===== src/rtl/sram_dma_copy.sv =====
// sram_dma_copy
// -----------------------------------------------------------------------------
// Bus initiator that copies or fills blocks of 32-bit words through the
// strobe/wait command port of the SRAM controller. A CPU-side register block
// configures an operation and fires it with a one-cycle start pulse. Each word
// costs one read (copy only) and one write. Completion is signalled by a
// one-cycle done pulse.
//
// Ports
//   clk, reset      : system clock, synchronous active-high reset
//   start           : one-cycle request, accepted only while idle
//   mode            : 0 = copy src->dst, 1 = fill dst with fill_data
//   dir             : 0 = ascending addresses, 1 = descending
//   src_addr        : first source word address (unused for fill)
//   dst_addr        : first destination word address
//   count           : number of words, 0 = no transfer
//   fill_data       : fill pattern
//   abort           : stop request, honoured at the next word boundary
//   busy            : operation in progress
//   done            : one-cycle completion pulse
//   aborted         : last operation was stopped by abort
//   bus_addr        : command word address
//   bus_wrdata      : write data
//   bus_bytesel     : byte enables, all ones during a transaction
//   bus_wren        : 1 = write transaction
//   bus_strobe      : transaction request
//   bus_wait        : responder stall
//   bus_rddata      : read data, valid at the completing edge
// -----------------------------------------------------------------------------
module sram_dma_copy #(
    parameter int ADDR_WIDTH = 17
) (
    input  logic                  clk,
    input  logic                  reset,
    input  logic                  start,
    input  logic                  mode,
    input  logic                  dir,
    input  logic [ADDR_WIDTH-1:0] src_addr,
    input  logic [ADDR_WIDTH-1:0] dst_addr,
    input  logic [ADDR_WIDTH-1:0] count,
    input  logic [31:0]           fill_data,
    input  logic                  abort,
    output logic                  busy,
    output logic                  done,
    output logic                  aborted,
    output logic [ADDR_WIDTH-1:0] bus_addr,
    output logic [31:0]           bus_wrdata,
    output logic [3:0]            bus_bytesel,
    output logic                  bus_wren,
    output logic                  bus_strobe,
    input  logic                  bus_wait,
    input  logic [31:0]           bus_rddata
);

    typedef enum logic [1:0] {
        S_IDLE  = 2'd0,
        S_READ  = 2'd1,
        S_WRITE = 2'd2
    } state_t;

    state_t state_q, state_d;

    // Latched configuration and walking pointers
    logic                  mode_q, mode_d;
    logic                  dir_q, dir_d;
    logic [ADDR_WIDTH-1:0] src_q, src_d;
    logic [ADDR_WIDTH-1:0] dst_q, dst_d;
    logic [ADDR_WIDTH-1:0] rem_q, rem_d;
    logic [31:0]           fill_q, fill_d;
    logic                  abort_pend_q, abort_pend_d;

    // Registered outputs
    logic                  busy_q, busy_d;
    logic                  done_q, done_d;
    logic                  aborted_q, aborted_d;
    logic [ADDR_WIDTH-1:0] bus_addr_q, bus_addr_d;
    logic [31:0]           bus_wrdata_q, bus_wrdata_d;
    logic [3:0]            bus_bytesel_q, bus_bytesel_d;
    logic                  bus_wren_q, bus_wren_d;
    logic                  bus_strobe_q, bus_strobe_d;

    logic                  xfer_done;
    logic                  last_word;
    logic                  abort_now;
    logic                  stop_now;
    logic [ADDR_WIDTH-1:0] src_next;
    logic [ADDR_WIDTH-1:0] dst_next;

    // A transaction finishes on any edge where it is requested and not stalled.
    assign xfer_done = bus_strobe_q & ~bus_wait;
    assign last_word = (rem_q == ADDR_WIDTH'(1));
    // An abort arriving in the same cycle as a write completion still counts,
    // so the stop lands on the nearest word boundary.
    assign abort_now = abort_pend_q | (busy_q & abort);
    assign stop_now  = last_word | abort_now;

    // Pointer arithmetic wraps naturally at the address width.
    assign src_next = dir_q ? (src_q - ADDR_WIDTH'(1)) : (src_q + ADDR_WIDTH'(1));
    assign dst_next = dir_q ? (dst_q - ADDR_WIDTH'(1)) : (dst_q + ADDR_WIDTH'(1));

    // -------------------------------------------------------------------------
    // State register (and all other flops)
    // -------------------------------------------------------------------------
    always_ff @(posedge clk) begin
        if (reset) begin
            state_q       <= S_IDLE;
            mode_q        <= 1'b0;
            dir_q         <= 1'b0;
            src_q         <= '0;
            dst_q         <= '0;
            rem_q         <= '0;
            fill_q        <= '0;
            abort_pend_q  <= 1'b0;
            busy_q        <= 1'b0;
            done_q        <= 1'b0;
            aborted_q     <= 1'b0;
            bus_addr_q    <= '0;
            bus_wrdata_q  <= '0;
            bus_bytesel_q <= '0;
            bus_wren_q    <= 1'b0;
            bus_strobe_q  <= 1'b0;
        end else begin
            state_q       <= state_d;
            mode_q        <= mode_d;
            dir_q         <= dir_d;
            src_q         <= src_d;
            dst_q         <= dst_d;
            rem_q         <= rem_d;
            fill_q        <= fill_d;
            abort_pend_q  <= abort_pend_d;
            busy_q        <= busy_d;
            done_q        <= done_d;
            aborted_q     <= aborted_d;
            bus_addr_q    <= bus_addr_d;
            bus_wrdata_q  <= bus_wrdata_d;
            bus_bytesel_q <= bus_bytesel_d;
            bus_wren_q    <= bus_wren_d;
            bus_strobe_q  <= bus_strobe_d;
        end
    end

    // -------------------------------------------------------------------------
    // Next-state logic
    // -------------------------------------------------------------------------
    always_comb begin
        state_d = state_q;
        case (state_q)
            S_IDLE: begin
                if (start && (count != '0)) begin
                    state_d = mode ? S_WRITE : S_READ;
                end
            end
            S_READ: begin
                if (xfer_done) begin
                    state_d = S_WRITE;
                end
            end
            S_WRITE: begin
                if (xfer_done) begin
                    if (stop_now) begin
                        state_d = S_IDLE;
                    end else begin
                        state_d = mode_q ? S_WRITE : S_READ;
                    end
                end
            end
            default: state_d = S_IDLE;
        endcase
    end

    // -------------------------------------------------------------------------
    // Output / datapath logic
    // -------------------------------------------------------------------------
    always_comb begin
        mode_d        = mode_q;
        dir_d         = dir_q;
        src_d         = src_q;
        dst_d         = dst_q;
        rem_d         = rem_q;
        fill_d        = fill_q;
        abort_pend_d  = abort_now;
        busy_d        = busy_q;
        done_d        = 1'b0;
        aborted_d     = aborted_q;
        bus_addr_d    = bus_addr_q;
        bus_wrdata_d  = bus_wrdata_q;
        bus_bytesel_d = bus_bytesel_q;
        bus_wren_d    = bus_wren_q;
        bus_strobe_d  = bus_strobe_q;

        case (state_q)
            S_IDLE: begin
                if (start) begin
                    mode_d       = mode;
                    dir_d        = dir;
                    src_d        = src_addr;
                    dst_d        = dst_addr;
                    rem_d        = count;
                    fill_d       = fill_data;
                    aborted_d    = 1'b0;
                    abort_pend_d = 1'b0;
                    if (count == '0) begin
                        // Empty request: acknowledge without touching the bus.
                        done_d = 1'b1;
                    end else begin
                        busy_d        = 1'b1;
                        bus_strobe_d  = 1'b1;
                        bus_bytesel_d = 4'hF;
                        bus_wren_d    = mode;
                        bus_addr_d    = mode ? dst_addr : src_addr;
                        bus_wrdata_d  = mode ? fill_data : bus_wrdata_q;
                    end
                end
            end

            S_READ: begin
                // The write data register doubles as the word buffer; the
                // write is issued back-to-back with strobe kept high.
                if (xfer_done) begin
                    bus_addr_d   = dst_q;
                    bus_wren_d   = 1'b1;
                    bus_wrdata_d = bus_rddata;
                end
            end

            S_WRITE: begin
                if (xfer_done) begin
                    rem_d = rem_q - ADDR_WIDTH'(1);
                    src_d = src_next;
                    dst_d = dst_next;
                    if (stop_now) begin
                        bus_strobe_d  = 1'b0;
                        bus_wren_d    = 1'b0;
                        bus_bytesel_d = 4'h0;
                        busy_d        = 1'b0;
                        done_d        = 1'b1;
                        abort_pend_d  = 1'b0;
                        // A stop that coincides with the final word is a
                        // normal completion.
                        aborted_d     = abort_now & ~last_word;
                    end else if (mode_q) begin
                        bus_addr_d   = dst_next;
                        bus_wrdata_d = fill_q;
                    end else begin
                        bus_addr_d = src_next;
                        bus_wren_d = 1'b0;
                    end
                end
            end

            default: ;
        endcase
    end

    assign busy        = busy_q;
    assign done        = done_q;
    assign aborted     = aborted_q;
    assign bus_addr    = bus_addr_q;
    assign bus_wrdata  = bus_wrdata_q;
    assign bus_bytesel = bus_bytesel_q;
    assign bus_wren    = bus_wren_q;
    assign bus_strobe  = bus_strobe_q;

endmodule


===== config.mk =====
export PLATFORM = sky130hd
export DESIGN_NAME = sram_dma_copy
export DESIGN_NICKNAME = d
export VERILOG_FILES = /design/src/rtl/sram_dma_copy.sv
export SDC_FILE = /design/constraint.sdc
export NUM_CORES = 1
export LEC_CHECK = 0
export CORE_ASPECT_RATIO = 2
export CORE_MARGIN = 3
export CORE_UTILIZATION = 40
export DETAILED_ROUTE_END_ITERATION = 10
export HOLD_SLACK_MARGIN = 0.08
export PLACE_DENSITY = 0.76
export SYNTH_ARGS = -nofsm -noshare
export SYNTH_HDL_FRONTEND = slang
export SYNTH_SLANG_ARGS = --single-unit
export TNS_END_PERCENT = 10

===== constraint.sdc =====
create_clock -name clk -period 4.3 [get_ports clk]
set_clock_uncertainty 0.2 [all_clocks]
set_input_delay 0.86 -clock clk [delete_from_list [all_inputs] [get_ports clk]]
set_output_delay 0.86 -clock clk [all_outputs]
set_load 0.005 [all_outputs]

== After elaboration in Yosys (flattened, before gate mapping) ==
Cells that the tools add are included.

* Logic and storage cells: 118
* Latch bits: 0
* Output and inout bits: 58
* Bits in registers: 145
* Memory bits (writable): 0
* Input bits: 122
* Bits in read-only memories: 0
* Memories kept: 0

* Magnitude comparators: 0
* Multipliers: 0
* Equality and inequality tests: 13
* Reductions and logical operators: 14
* Muxes and demuxes: 64
* Divide/modulo/power cells: 0
* Bitwise gates (word level): 7
* Add/subtract/negate cells: 5
* Shift-type cells: 0

{| class="wikitable"
|+ Operator list
! cell !! number
|-
| 2-to-1 mux 17 bit || 15
|-
| 2-to-1 mux 32 bit || 7
|-
| one-hot mux 17 bit (2 select lines) || 3
|-
| one-hot mux 32 bit (3 select lines) || 1
|-
| one-hot mux 17 bit (3 select lines) || 1
|-
| subtractor 17 x 1 -> 17 bit (second input constant) || 3
|-
| adder 17 x 1 -> 17 bit (second input constant) || 2
|-
| 2-to-1 mux 1 bit || 20
|-
| != test 2 bit (second input constant) || 9
|-
| equality test 17 x 1 -> 1 bit (second input constant) || 1
|-
| zero test 17 bit || 1
|-
| nonzero test 17 bit || 1
|-
| 2-to-1 mux 4 bit || 4
|-
| 2-to-1 mux 2 bit || 6
|-
| AND reduction 6 bit || 2
|-
| one-hot mux 1 bit (2 select lines) || 4
|-
| one-hot mux 4 bit (2 select lines) || 1
|-
| AND reduction 8 bit || 1
|-
| one-hot mux 2 bit (3 select lines) || 1
|-
| AND reduction 3 bit || 2
|-
| AND reduction 5 bit || 1
|-
| AND reduction 4 bit || 1
|-
| bitwise AND 1 bit || 3
|-
| != test 3 bit (second input constant) || 1
|-
| other kinds (10) || 12
|}

== Longest topological paths before layout ==
* Depth after elaboration: 6
* Mapped depth: 12
* Gate-level depth less buffers: 10

== Least setup slack after synthesis ==
OpenSTA, ideal clock, no wires.

* Path type: reg2reg
* From: register dir_q
* To: register bus_addr_q[16], in the netlist bus_addr[16]
* Data arrival time: 3.221 ns
* Data required time: 3.984 ns
* Stages on the path, launching flop included: 11
* Setup time: 0.116 ns
* Clock period less this slack: 3.537 ns
* Buffers on the path: 0
* Slack: 0.763 ns
* Path through: dfxtp_1 -> inv_1 -> fa_1 -> nand2b_1 -> a21oi_1 -> nand4bb_1 -> a22o_1 -> mux2i_1 -> a21oi_1 -> o31a_1 -> a41o_1

* Word-level cells in the longest chain between the ends: 5
* Elaborated cells on any way between the ends: 6
* Classes of those cells: mux (6)

{| class="wikitable"
|+ RTL lines
! item !! line !! text
|-
| start, declared || 65 || <nowiki>logic dir_q, dir_d;</nowiki>
|-
| start signal, assigned || 125 || <nowiki>dir_q <= dir_d;</nowiki>
|-
| 2-to-1 mux 17 bit, on equally long branches || 98, 99 ||
|-
| 2-to-1 mux 17 bit (*) || 241 || <nowiki>end else if (mode_q) begin</nowiki>
|-
| 2-to-1 mux 17 bit (*) || 231 || <nowiki>if (stop_now) begin</nowiki>
|-
| 2-to-1 mux 17 bit (*) || 227 || <nowiki>if (xfer_done) begin</nowiki>
|-
| one-hot mux 17 bit (3 select lines) (*) || 191 || <nowiki>case (state_q)</nowiki>
|-
| end signal, assigned || 134 || <nowiki>bus_addr_q <= bus_addr_d;</nowiki>
|-
| end, declared || 76 || <nowiki>logic [ADDR_WIDTH-1:0] bus_addr_q, bus_addr_d;</nowiki>
|}

Every way passes the cells marked *; elsewhere a longest branch is shown, timed or not. The select of a mux whose other input is x is not followed.
A chain may end at the register's enable or synchronous reset.

== Worst setup path in the final report ==
Ends and elaborated chain as after synthesis.

==> results.yml <==
run_status:
  status: "finished clean"
clocking:
  hold_buffers: 0
  numClockSinks: 141
  cts_root_buf: "clkbuf_16"
  clk_path_buf_depth: 2
  ctsResizeCount: 0
  cts_made_buffers: 17
  cts_tree: "built"
  cts_setup_buffers: 0
  htreeDepth: 4
  insertion_delay_ps: 420
  clkTransAtPathRegs_ps: 60
synth:
  syn-num-nets: 1286
  synth_area_leader_cell: "dfxtp_1"
  yosysSeqAreaShare_pct: 32.5
  synth_top_area_share_pct: 32.5
  async_flop_share_pct: 0
  synth_edf_count: 0
  ys_ff_latch: 141
  yosys-top-cells-area: "dfxtp_1 33%, a21oi_1 8.4%, a211oi_1 6.9%, nor2_1 6.2%, nand2_1 5.6%"
  syn_area_per_cell_um2: 7.70
  yosysWarnings: 0
  ys.flop_type: "dfxtp_1"
  synth_cell_types: 72
  netlist_area_um2: 8670
  synth_cells: 1126
global_routing:
  grt_pass1_vias: 8980
  antenna_found_initial: 3
  grt_pass1_wl_mm: 45.3
  globalRouteOverflowTotal: 0
  grt_use_total_pct: 24.2
  grt_start_max_net_pins: 67
worst_setup_path:
  worstReg2RegEnd: "bus_addr[16]$_SDFFE_PP0P_"
  r2r_cells: 10
  timing.rr.start: "dir_q$_SDFFE_PP0P_"
  crit_start: "dir_q$_SDFFE_PP0P_"
  crit_end: "bus_addr[16]$_SDFFE_PP0P_"
  crit_path_end_kind: "register"
  crit_type: "register to register"
  crit_required_ps: 4410
  critPathArrivalTime_ps: 3430
  reg2reg_setup_slack_ps: 990
  crit_fanout: 33
  worst_setup_path_start_kind: "register"
final_layout:
  flow.area_growth_from_synthesis_pct: 29.6
  post-route-util_pct: 53.2
  final_cell_mix: "178 x clkdlybuf4s50_1, 146 x a21oi_1, 144 x nor2_1, 141 x dfxtp_1, 129 x nand2_1"
  final_common_cell: "clkdlybuf4s50_1"
  final_nets: 1411
  final.fill_count: 2007
  drive_above_1_share_pct: 5.85
  post-route-cell-area_um2: 11200
floorplanning:
  dieHeight_um: 214
  fp.coreArea_um2: 21100
  io_pins: 180
  rows: 75
  start_util_pct: 41.1
  die_w_um: 110
  die-area_um2: 23600
sta:
  tightest_slew_ps: 1160
  tns_ps: 0
  fin_crit_ps: 3310
  setup_violations: 0
  drv_slew: 0
  hold_violations: 0
  relSlewSlack_pct: 22.6
  finalCritPeriodShare_pct: 77.1
  rsz0062_at_grt: "no"
  timing.fmax_mhz: 302
  hold_slack_ps: 256
power_and_ir_drop:
  ir_drop_v: 0.000397
  swShare_pct: 43.8
  combPwrFrac_pct: 53.9
  clock_power_share_pct: 19.8
  switching_power_w: 0.00355
  p_int_w: 0.00456
  p_per_area_nw_per_um2: 721
  pwr-share-seq_pct: 26.3
  p_leak_nw: 4.16
  power.total_w: 0.00811
run:
  drv_cap: 0
place:
  io_buffers: 179
  dp_hpwl_mm: 19.8
  place_area_um2: 10600
  gp_congestion: 1.01
drt:
  wl_mm: 28.4
  antenna_left: 0
  drt_iter0_drc: 393
  wl_per_cell_um: 18.5
  via_per_inst: 5.88
  drtPass1Iterations: 5
  route.detailed.drc: 0
  via_count: 9024
worst_hold_path:
  hold_path.class: "register to register"
==> area by class of cell <==
cell class / instances / area (um^2) / area share [%]
diodes: 3 / 7.51 / 0.0668
clock buffers: 20 / 447 / 3.97
clock inverters: 12 / 185 / 1.65
inverters: 18 / 67.6 / 0.601
multi-input cells: 877 / 5450 / 48.4
flip-flops and latches: 141 / 2820 / 25.1
well taps: 269 / 337 / 2.99
repair buffers: 196 / 1930 / 17.2
==> cell families after synthesis <==
logic type / share of synthesized area, %
xor+xnor: 2.73
mux: 4.59
buf+inv: 5.05
fa+ha+maj: 5.66
compound gates: 29.4
flops: 32.5
simple gates: 20.0
==> state kept, by name, indices dropped and copies added, names as in the netlist <==
register	cells
bus_wrdata	32
fill_q	32
bus_addr	17
dst_q	17
rem_q	17
src_q	17
state_q	2
abort_pend_q	1
aborted	1
bus_bytesel	1
bus_wren	1
dir_q	1
done	1
mode_q	1
==> critical path, stage by stage, from the launching register on <==
cell       delay (ps)
dfxtp_1           330
buf_4             410
ha_1              370
a21oi_1           270
and2b_1           270
nand4bb_1         230
a22o_1            350
mux2i_1           200
a21oi_1            80
o31a_1            270
a41o_1            200
==> worst min-delay path by stage <==
| stage | from | cells past startpoint | to |
|---|---|---|---|
| 5_1_grt | fill_q[27]$_SDFFE_PP0P_ | 2 | fill_q[27]$_SDFFE_PP0P_ |
| 2_1_floorplan | fill_q[0]$_SDFFE_PP0P_ | 2 | fill_q[0]$_SDFFE_PP0P_ |
| 4_1_cts | fill_q[16]$_SDFFE_PP0P_ | 2 | fill_q[16]$_SDFFE_PP0P_ |
| 3_3_place_gp | bus_addr[10]$_SDFFE_PP0P_ | 2 | bus_addr[10]$_SDFFE_PP0P_ |
| 6_report | fill_q[16]$_SDFFE_PP0P_ | 2 | fill_q[16]$_SDFFE_PP0P_ |
| 3_5_place_dp | fill_q[16]$_SDFFE_PP0P_ | 2 | fill_q[16]$_SDFFE_PP0P_ |
==> power by group through the flow <==
| stage | Combinational (W) | Sequential [W] | Clock (W) |
|---|---|---|---|
| 2_1_floorplan | 0.00297 | 0.00207 | 0 |
| 3_3_place_gp | 0.00424 | 0.00214 | 0 |
| 3_5_place_dp | 0.00433 | 0.00214 | 0 |
| 4_1_cts | 0.00436 | 0.00212 | 0.00164 |
| 5_1_grt | 0.00483 | 0.00219 | 0.00169 |
| 6_report | 0.00437 | 0.00213 | 0.00161 |
==> per-stage QoR <==
step / std cells / setup WS, ps
floorplan: 1126 / 763
global placement: 1501 / 914
detailed placement: 1501 / 871
CTS: 1533 / 1010
global route: 1536 / 781
finish: 1536 / 985
==> routing by layer <==
metal / part of all wire [%] / GRT usage (%) / wire length (um) / vias to the layer above
met4: 5.1 / 13.6 / 1450 / 0
met1: 36 / 26.2 / 10300 / 4227
met3: 6.9 / 5.33 / 1950 / 84
met2: 52 / 42.2 / 14700 / 352
met5: 0 / 0 / 0 / -
li1: - / - / - / 4361
==> synthesized netlist by cell type (3+ instances only) <==
master,n
a2111oi_0,3
a211o_1,5
a211oi_1,80
a211oi_2,3
a21o_1,13
a21oi_1,146
a221oi_1,6
a22oi_1,43
a31oi_1,7
a41oi_1,4
and2_1,6
and3_1,4
buf_1,5
buf_2,10
buf_4,5
clkbuf_1,69
dfxtp_1,141
ha_1,36
inv_1,16
mux2_2,6
mux2i_1,33
nand2_1,129
nand2b_1,12
nand3_1,14
nand4_1,4
nor2_1,144
nor2b_1,19
nor3_1,14
nor4_1,10
o211ai_1,11
o21ai_0,38
o21ai_1,3
o22ai_1,4
o31ai_1,3
o41ai_1,3
or3_1,6
or4_1,3
xnor2_1,19
xor2_1,8
(Power assumes the default switching activity.)
